## src/rtl/fp_pkg.sv

```systemverilog
// Shared constants and the stage-1 payload type for the single-precision
// multiplier normalise/round back end.
package fp_pkg;

  localparam int          BIAS    = 127;
  localparam logic [31:0] QNAN    = 32'h7FC0_0000;
  localparam int          EXP_MAX = 255;

  // InputExc bit positions: {any, ANaN, BNaN, AInf, BInf}
  localparam int EXC_ANY  = 4;
  localparam int EXC_ANAN = 3;
  localparam int EXC_BNAN = 2;
  localparam int EXC_AINF = 1;
  localparam int EXC_BINF = 0;

  // Flags bit positions: {NaN, Inf, Overflow, Underflow}
  localparam int FLG_NAN = 3;
  localparam int FLG_INF = 2;
  localparam int FLG_OVF = 1;
  localparam int FLG_UNF = 0;

  typedef struct packed {
    logic              s;
    logic signed [9:0] e;
    logic [22:0]       m;
    logic              g;
    logic              st;
    logic              zero;
    logic [4:0]        exc;
  } norm_t;

endpackage

```

## src/rtl/fp_round_pack.sv

```systemverilog
// Stage-2 combinational logic: round-to-nearest-even on the normalised
// mantissa, then select the packed result and flags by exception priority.
module fp_round_pack
  import fp_pkg::*;
(
  input  norm_t       norm,
  output logic [31:0] z,
  output logic [3:0]  flags
);

  localparam logic signed [9:0] E_MAX = 10'(EXP_MAX);

  // Returns {carry, mantissa}; on carry the mantissa bits are already zero.
  function automatic logic [23:0] round_rne(input logic [22:0] m, input logic g, input logic st);
    return {1'b0, m} + {23'd0, g & (st | m[0])};
  endfunction

  logic [23:0]       m_sum;
  logic signed [9:0] e_rnd;
  logic              exc_any;
  logic              is_nan;
  logic              is_inf;

  assign m_sum   = round_rne(norm.m, norm.g, norm.st);
  assign e_rnd   = norm.e + $signed({9'd0, m_sum[23]});
  assign exc_any = norm.exc[EXC_ANY] | (|norm.exc[3:0]);
  assign is_nan  = exc_any & (norm.exc[EXC_ANAN] | norm.exc[EXC_BNAN]);
  assign is_inf  = exc_any & (norm.exc[EXC_AINF] | norm.exc[EXC_BINF]);

  always_comb begin
    z     = {norm.s, e_rnd[7:0], m_sum[22:0]};
    flags = '0;
    if (is_nan || (is_inf && norm.zero)) begin
      z              = QNAN;
      flags[FLG_NAN] = 1'b1;
    end else if (is_inf) begin
      z              = {norm.s, 8'hFF, 23'd0};
      flags[FLG_INF] = 1'b1;
    end else if (norm.zero) begin
      z = {norm.s, 31'd0};
    end else if (e_rnd >= E_MAX) begin
      z              = {norm.s, 8'hFF, 23'd0};
      flags[FLG_INF] = 1'b1;
      flags[FLG_OVF] = 1'b1;
    end else if (e_rnd <= 10'sd0) begin
      z              = {norm.s, 31'd0};
      flags[FLG_UNF] = 1'b1;
    end
  end

endmodule

```

## src/rtl/fp_mult_norm_round.sv

```systemverilog
// Two-stage elastic back end of the single-precision multiplier:
// stage 1 normalises the 48-bit product, stage 2 rounds and packs.
module fp_mult_norm_round
  import fp_pkg::*;
(
  input  logic        clk,
  input  logic        rst,
  input  logic        in_valid,
  output logic        in_ready,
  input  logic        Sa,
  input  logic        Sb,
  input  logic [7:0]  Ea,
  input  logic [7:0]  Eb,
  input  logic [47:0] Mp,
  input  logic [4:0]  InputExc,
  output logic        out_valid,
  input  logic        out_ready,
  output logic [31:0] Z,
  output logic [3:0]  Flags
);

  logic [1:0]        rst_sync_q;
  logic              rst_sync;
  logic signed [9:0] e_sum;
  norm_t             norm_d;
  norm_t             norm_p1;
  logic              vld_p1;
  logic              vld_p2;
  logic              ld_p2;
  logic [31:0]       z_d;
  logic [3:0]        flags_d;
  logic [31:0]       z_p2;
  logic [3:0]        flags_p2;

  // Reset asserts immediately but releases on a clock edge.
  always_ff @(posedge clk or negedge rst) begin
    if (!rst) rst_sync_q <= 2'b00;
    else      rst_sync_q <= {rst_sync_q[0], 1'b1};
  end
  assign rst_sync = rst_sync_q[1];

  assign ld_p2    = out_ready | ~vld_p2;
  assign in_ready = rst_sync & (~vld_p1 | ld_p2);

  // Stage 0 -> 1: normalise
  assign e_sum = 10'($signed({2'b00, Ea}) + $signed({2'b00, Eb}) - BIAS);

  always_comb begin
    norm_d.s    = Sa ^ Sb;
    norm_d.zero = (Ea == 8'd0) | (Eb == 8'd0);
    norm_d.exc  = InputExc;
    if (Mp[47]) begin
      norm_d.m  = Mp[46:24];
      norm_d.g  = Mp[23];
      norm_d.st = |Mp[22:0];
      norm_d.e  = e_sum + 10'sd1;
    end else begin
      norm_d.m  = Mp[45:23];
      norm_d.g  = Mp[22];
      norm_d.st = |Mp[21:0];
      norm_d.e  = e_sum;
    end
  end

  always_ff @(posedge clk) begin
    if (in_ready && in_valid) norm_p1 <= norm_d;
  end

  // Stage 1 -> 2: round and pack
  fp_round_pack u_round_pack (
    .norm  (norm_p1),
    .z     (z_d),
    .flags (flags_d)
  );

  always_ff @(posedge clk or negedge rst_sync) begin
    if (!rst_sync) begin
      vld_p1   <= 1'b0;
      vld_p2   <= 1'b0;
      z_p2     <= '0;
      flags_p2 <= '0;
    end else begin
      if (in_ready) vld_p1 <= in_valid;
      if (ld_p2) begin
        vld_p2 <= vld_p1;
        if (vld_p1) begin
          z_p2     <= z_d;
          flags_p2 <= flags_d;
        end
      end
    end
  end

  assign out_valid = vld_p2;
  assign Z         = z_p2;
  assign Flags     = flags_p2;

endmodule

```

## config.mk

```make
export PLATFORM = sky130hd
export DESIGN_NAME = fp_mult_norm_round
export DESIGN_NICKNAME = d
export VERILOG_FILES = /design/src/rtl/fp_pkg.sv /design/src/rtl/fp_round_pack.sv /design/src/rtl/fp_mult_norm_round.sv
export SDC_FILE = /design/constraint.sdc
export NUM_CORES = 1
export LEC_CHECK = 0
export CAP_MARGIN = 20
export CORE_AREA = 2 2 99 101
export CTS_CLUSTER_DIAMETER = 40
export DETAILED_ROUTE_END_ITERATION = 8
export DIE_AREA = 0 0 101 103
export PLACE_DENSITY = 0.8
export SETUP_SLACK_MARGIN = 0.2
export SYNTH_ARGS = -nofsm -noshare
export SYNTH_HDL_FRONTEND = slang
export SYNTH_SLANG_ARGS = --single-unit
```

## constraint.sdc

```tcl
create_clock -name clk -period 2.9 [get_ports clk]
set_input_delay 0.87 -clock clk [delete_from_list [all_inputs] [get_ports clk]]
set_output_delay 0.87 -clock clk [all_outputs]
set_load 0.01 [all_outputs]
```

==> summary.md <==
| Metric | Value |
|---|---|
| Status | finished with violations |
| Failing checks | setup timing |
| Crit path cell chain | o21a_1 -> ha_2 -> and2_4 -> nand4_1 -> nor3_2 -> and4_4 -> ha_4 -> ha_4 -> nand3_4 -> xor2_4 -> a2111oi_4 -> a41o_1 -> or3_4 -> buf_6 -> o21ai_4 |
| Min Tclk post-route | approximately 3.2 ns |
| Inserted Diodes | 0 |
| VDD IR max | 0.000266 V |
| Slew Limit Fails | 0 |
| Wire length per cell | 15.7 um |
| Synth area leaders | edfxtp_1 (27%), dfrtp_1 (22%), mux2_2 (6.1%), ha_1 (5.7%), xor2_1 (5.0%) |
| CTS Hold Buffers Added | 0 |
| I/O pins | around 110 |
| Post-Synthesis Cells | ~410 |
| RR Endpoint | Z[5]$_DFFE_PN0P_ |
| Cell leakage power | 2.78 nW |
| RePlAce Congestion | roughly 0.9 |
| Hold Crit Depth | 0 |
| Layout cell share with drive strength beyond 1 | 0.364 |
| P&R area growth vs syn | 56.5% |
| Largest net degree at the start of global routing | 43 |
| Setup TNS | -6.93 ns |
| Worst path slowest cell | or3_4 |
| HP Class | flip-flop to flip-flop |
| Cell Pwr Density | 413 mW/mm^2 |
| Routed vias | a little under 4k |
| Async S/R FF share, synth | 0.494 |
| Most frequent cells in the layout | clkdlybuf4s50_1 (98), buf_4 (69), nand2_1 (48) |
| Clock skew | around 0.014 ns |
| GRT Total Usage | 0.220 |
| DRT Pass-1 Iters | 5 |
| Worst Hold Path EP | rst_sync_q[1]$_DFF_PN0_ |
| Most used DFF post-synth | edfxtp_1 |
| Detailed Route Iter0 Violations | approximately 150 |
| Synthesized area per cell | 11.1 sq um |
| Post-synth net total | 508 |
| RSZ-0062 raised after global routing | true |
| CTS tree | yes |
| Final core utilization | 0.757 |
| FP Rows | 36 |
| Cell family with most CP delay | simple AND/OR/NAND/NOR gates |
| Vias in the first global route | between 3k and 4k |
| Clock latency on the worst-skew pair | 0.35 ns |
| Final WS setup | -0.274 ns |
| Synthesized area | between 0.004 and 0.005 sq mm |
| H-tree depth | 3 |
| Worst setup path category | flip-flop to flip-flop |
| Synthesized flop and latch total | between 80 and 90 |
| CTS Sinks | 81 |
| Fmax achieved | 315 MHz |
| Worst EP required | 3.17 ns |
| DRT antenna net count | 0 |
| Num CTS Buffers | 9 |
| PortBufs | ~110 |
| R2r setup slk | -0.27 ns |
| Commonest non-fill, non-tap cell in the layout | clkdlybuf4s50_1 |
| CTS Buffer Depth | 2 |
| Final cell count without fillers | 726 |
| Critical path arrival | approximately 3.5 ns |
| CP Buf/Inv Count | 1 |
| Die area | 0.0104 sq mm |
| DR vias/cell | 5.33 |
| CP startpoint kind | flip-flop |
| # DRC | 0 |
| Die width | 101 um |
| Core ar. | between 0.009 and 0.01 sq mm |
| Post-synth EDFFs | 41 |
| Crit. End Element | flip-flop |
| Clock root cell | clkbuf_8 |
| Detailed Place HPWL | 8310 um |
| Die Ht | approximately 100 um |
| Top cell by count, worst path | ha_4 |
| Initial antenna violation count | 0 |
| Setup Viol. Count Final | 33 |
| Initial Util | 0.484 |
| Library cells used by synthesis | 58 |
| Fin. Hold Viols | 0 |
| Max Cap Viol | 0 |
| First-pass GRT wire length | between 15,000 and 20,000 um |
| Register area share after synthesis | 0.488 |
| RR Startpoint | norm_p1[8]$_DFFE_PP_ |
| Grt total ovfl | 0 |
| # placed instances | between 600 and 700 |
| CP max stage delay | 0.45 ns |
| Setup WS pre-CTS | -0.659 ns |
| Final net count | 704 |
| Post-Route WL | 11,400 um |
| Crit path max fanout | 5 |
| Startpoint of the worst hold path | rst_sync_q[0]$_DFF_PN0_ |
| Synth top area share | 0.269 |
| Clock transition at path regs | around 0.090 ns |
| Largest area contributor in the netlist | edfxtp_1 |
| Cell depth of the worst flop-to-flop path | 15 |
| Synthesis warning total | 0 |
| Final cycle utilization of the critical path | 1.09 |
[per-stage QoR]
step | instance area (sq um) | power, mW | hold WS (ns)
2_1_floorplan | 4810 | 1.70 | 0.331
3_3_place_gp | 6570 | 2.02 | 0.340
6_report | 7160 | 2.96 | 0.363
4_1_cts | 6960 | 2.91 | 0.365
5_1_grt | 7160 | 3.10 | 0.376
3_5_place_dp | 6570 | 2.04 | 0.345
[logic make-up after synthesis]
| kind of cell | Yosys count | share of synthesized area |
|---|---|---|
| xor gates and xnor gates | 42 | 0.0803 |
| DFF | 81 | 0.488 |
| and+or+nand+nor | 148 | 0.170 |
| adders and majority gates | 23 | 0.0640 |
| AOI/OAI and AO/OA | 63 | 0.108 |
| buffers and inverters | 27 | 0.0260 |
| muxes | 26 | 0.0637 |
| other | 1 | 0.000819 |
[cell usage after synthesis (11+ instances only)]
cell type / number
edfxtp_1: 41
o21ai_0: 11
ha_1: 21
nor4_1: 11
nand3_1: 15
inv_1: 16
xor2_1: 26
mux2_2: 25
nor2_1: 18
xnor2_1: 16
dfrtp_1: 40
nand2_1: 48
o21ai_2: 20
[how the worst max path moves through the flow]
stage,from,end,cells past startpoint
final,norm_p1[8]$_DFFE_PP_,Z[5]$_DFFE_PN0P_,15
after global routing,norm_p1[8]$_DFFE_PP_,Flags[0]$_DFFE_PN0P_,16
after CTS,norm_p1[8]$_DFFE_PP_,Z[7]$_DFFE_PN0P_,15
after detailed placement,Eb[1],norm_p1[39]$_DFFE_PP_,11
after global placement,Ea[1],norm_p1[39]$_DFFE_PP_,11
after floorplan,norm_p1[8]$_DFFE_PP_,Z[9]$_DFFE_PN0P_,16
[worst reg2reg max path, delay by kind of cell (launching register included)]
family                   cells  cell delay [ns]
AO/OA/AOI/OAI                4             0.62
XOR/XNOR                     1             0.20
adder cells (fa/ha/maj)      3             0.49
buffers and inverters        1             0.15
flip-flops                   1             0.35
AND/OR/NAND/NOR              6             1.30
[report_power, final]
group          internal, mW  switching (mW)  total, mW
logic                 0.435           0.335      0.769
clock network         0.414           0.433      0.847
registers              1.29          0.0524       1.34
total                  2.14           0.820       2.96
[routing by layer]
layer / global-route usage / wire [um] / up-vias
met1: 0.259 / 4460 / 1846
met5: 0 / 0 / -
li1: - / - / 1885
met3: 0.0461 / 611 / 23
met2: 0.390 / 5970 / 118
met4: 0.101 / 342 / 0
[area by class of cell]
type	instances	area, sq um
sequential	81	2230
timing repair buffer	195	1810
inverter	16	65.1
fill	600	2290
clock buffer	9	124
tap	114	143
multi-input combinational	304	2700
clock inverter	7	83.8
[sequential cells by signal (all words and copies together), names as in the netlist]
| name | flops |
|---|---|
| out_valid | 1 |
| norm_p1 | 41 |
| vld_p1 | 1 |
| Z | 32 |
| Flags | 4 |
| rst_sync_q | 2 |
[what timing repair did]
item / CTS / global route
cloned: 1 / 0
endpoints found under the setup margin: 42 / 38
resized for setup: 77 / 32
buffers inserted: 6 / 4
pin swaps: 21 / 20
Power figures use the tool's default switching activity.
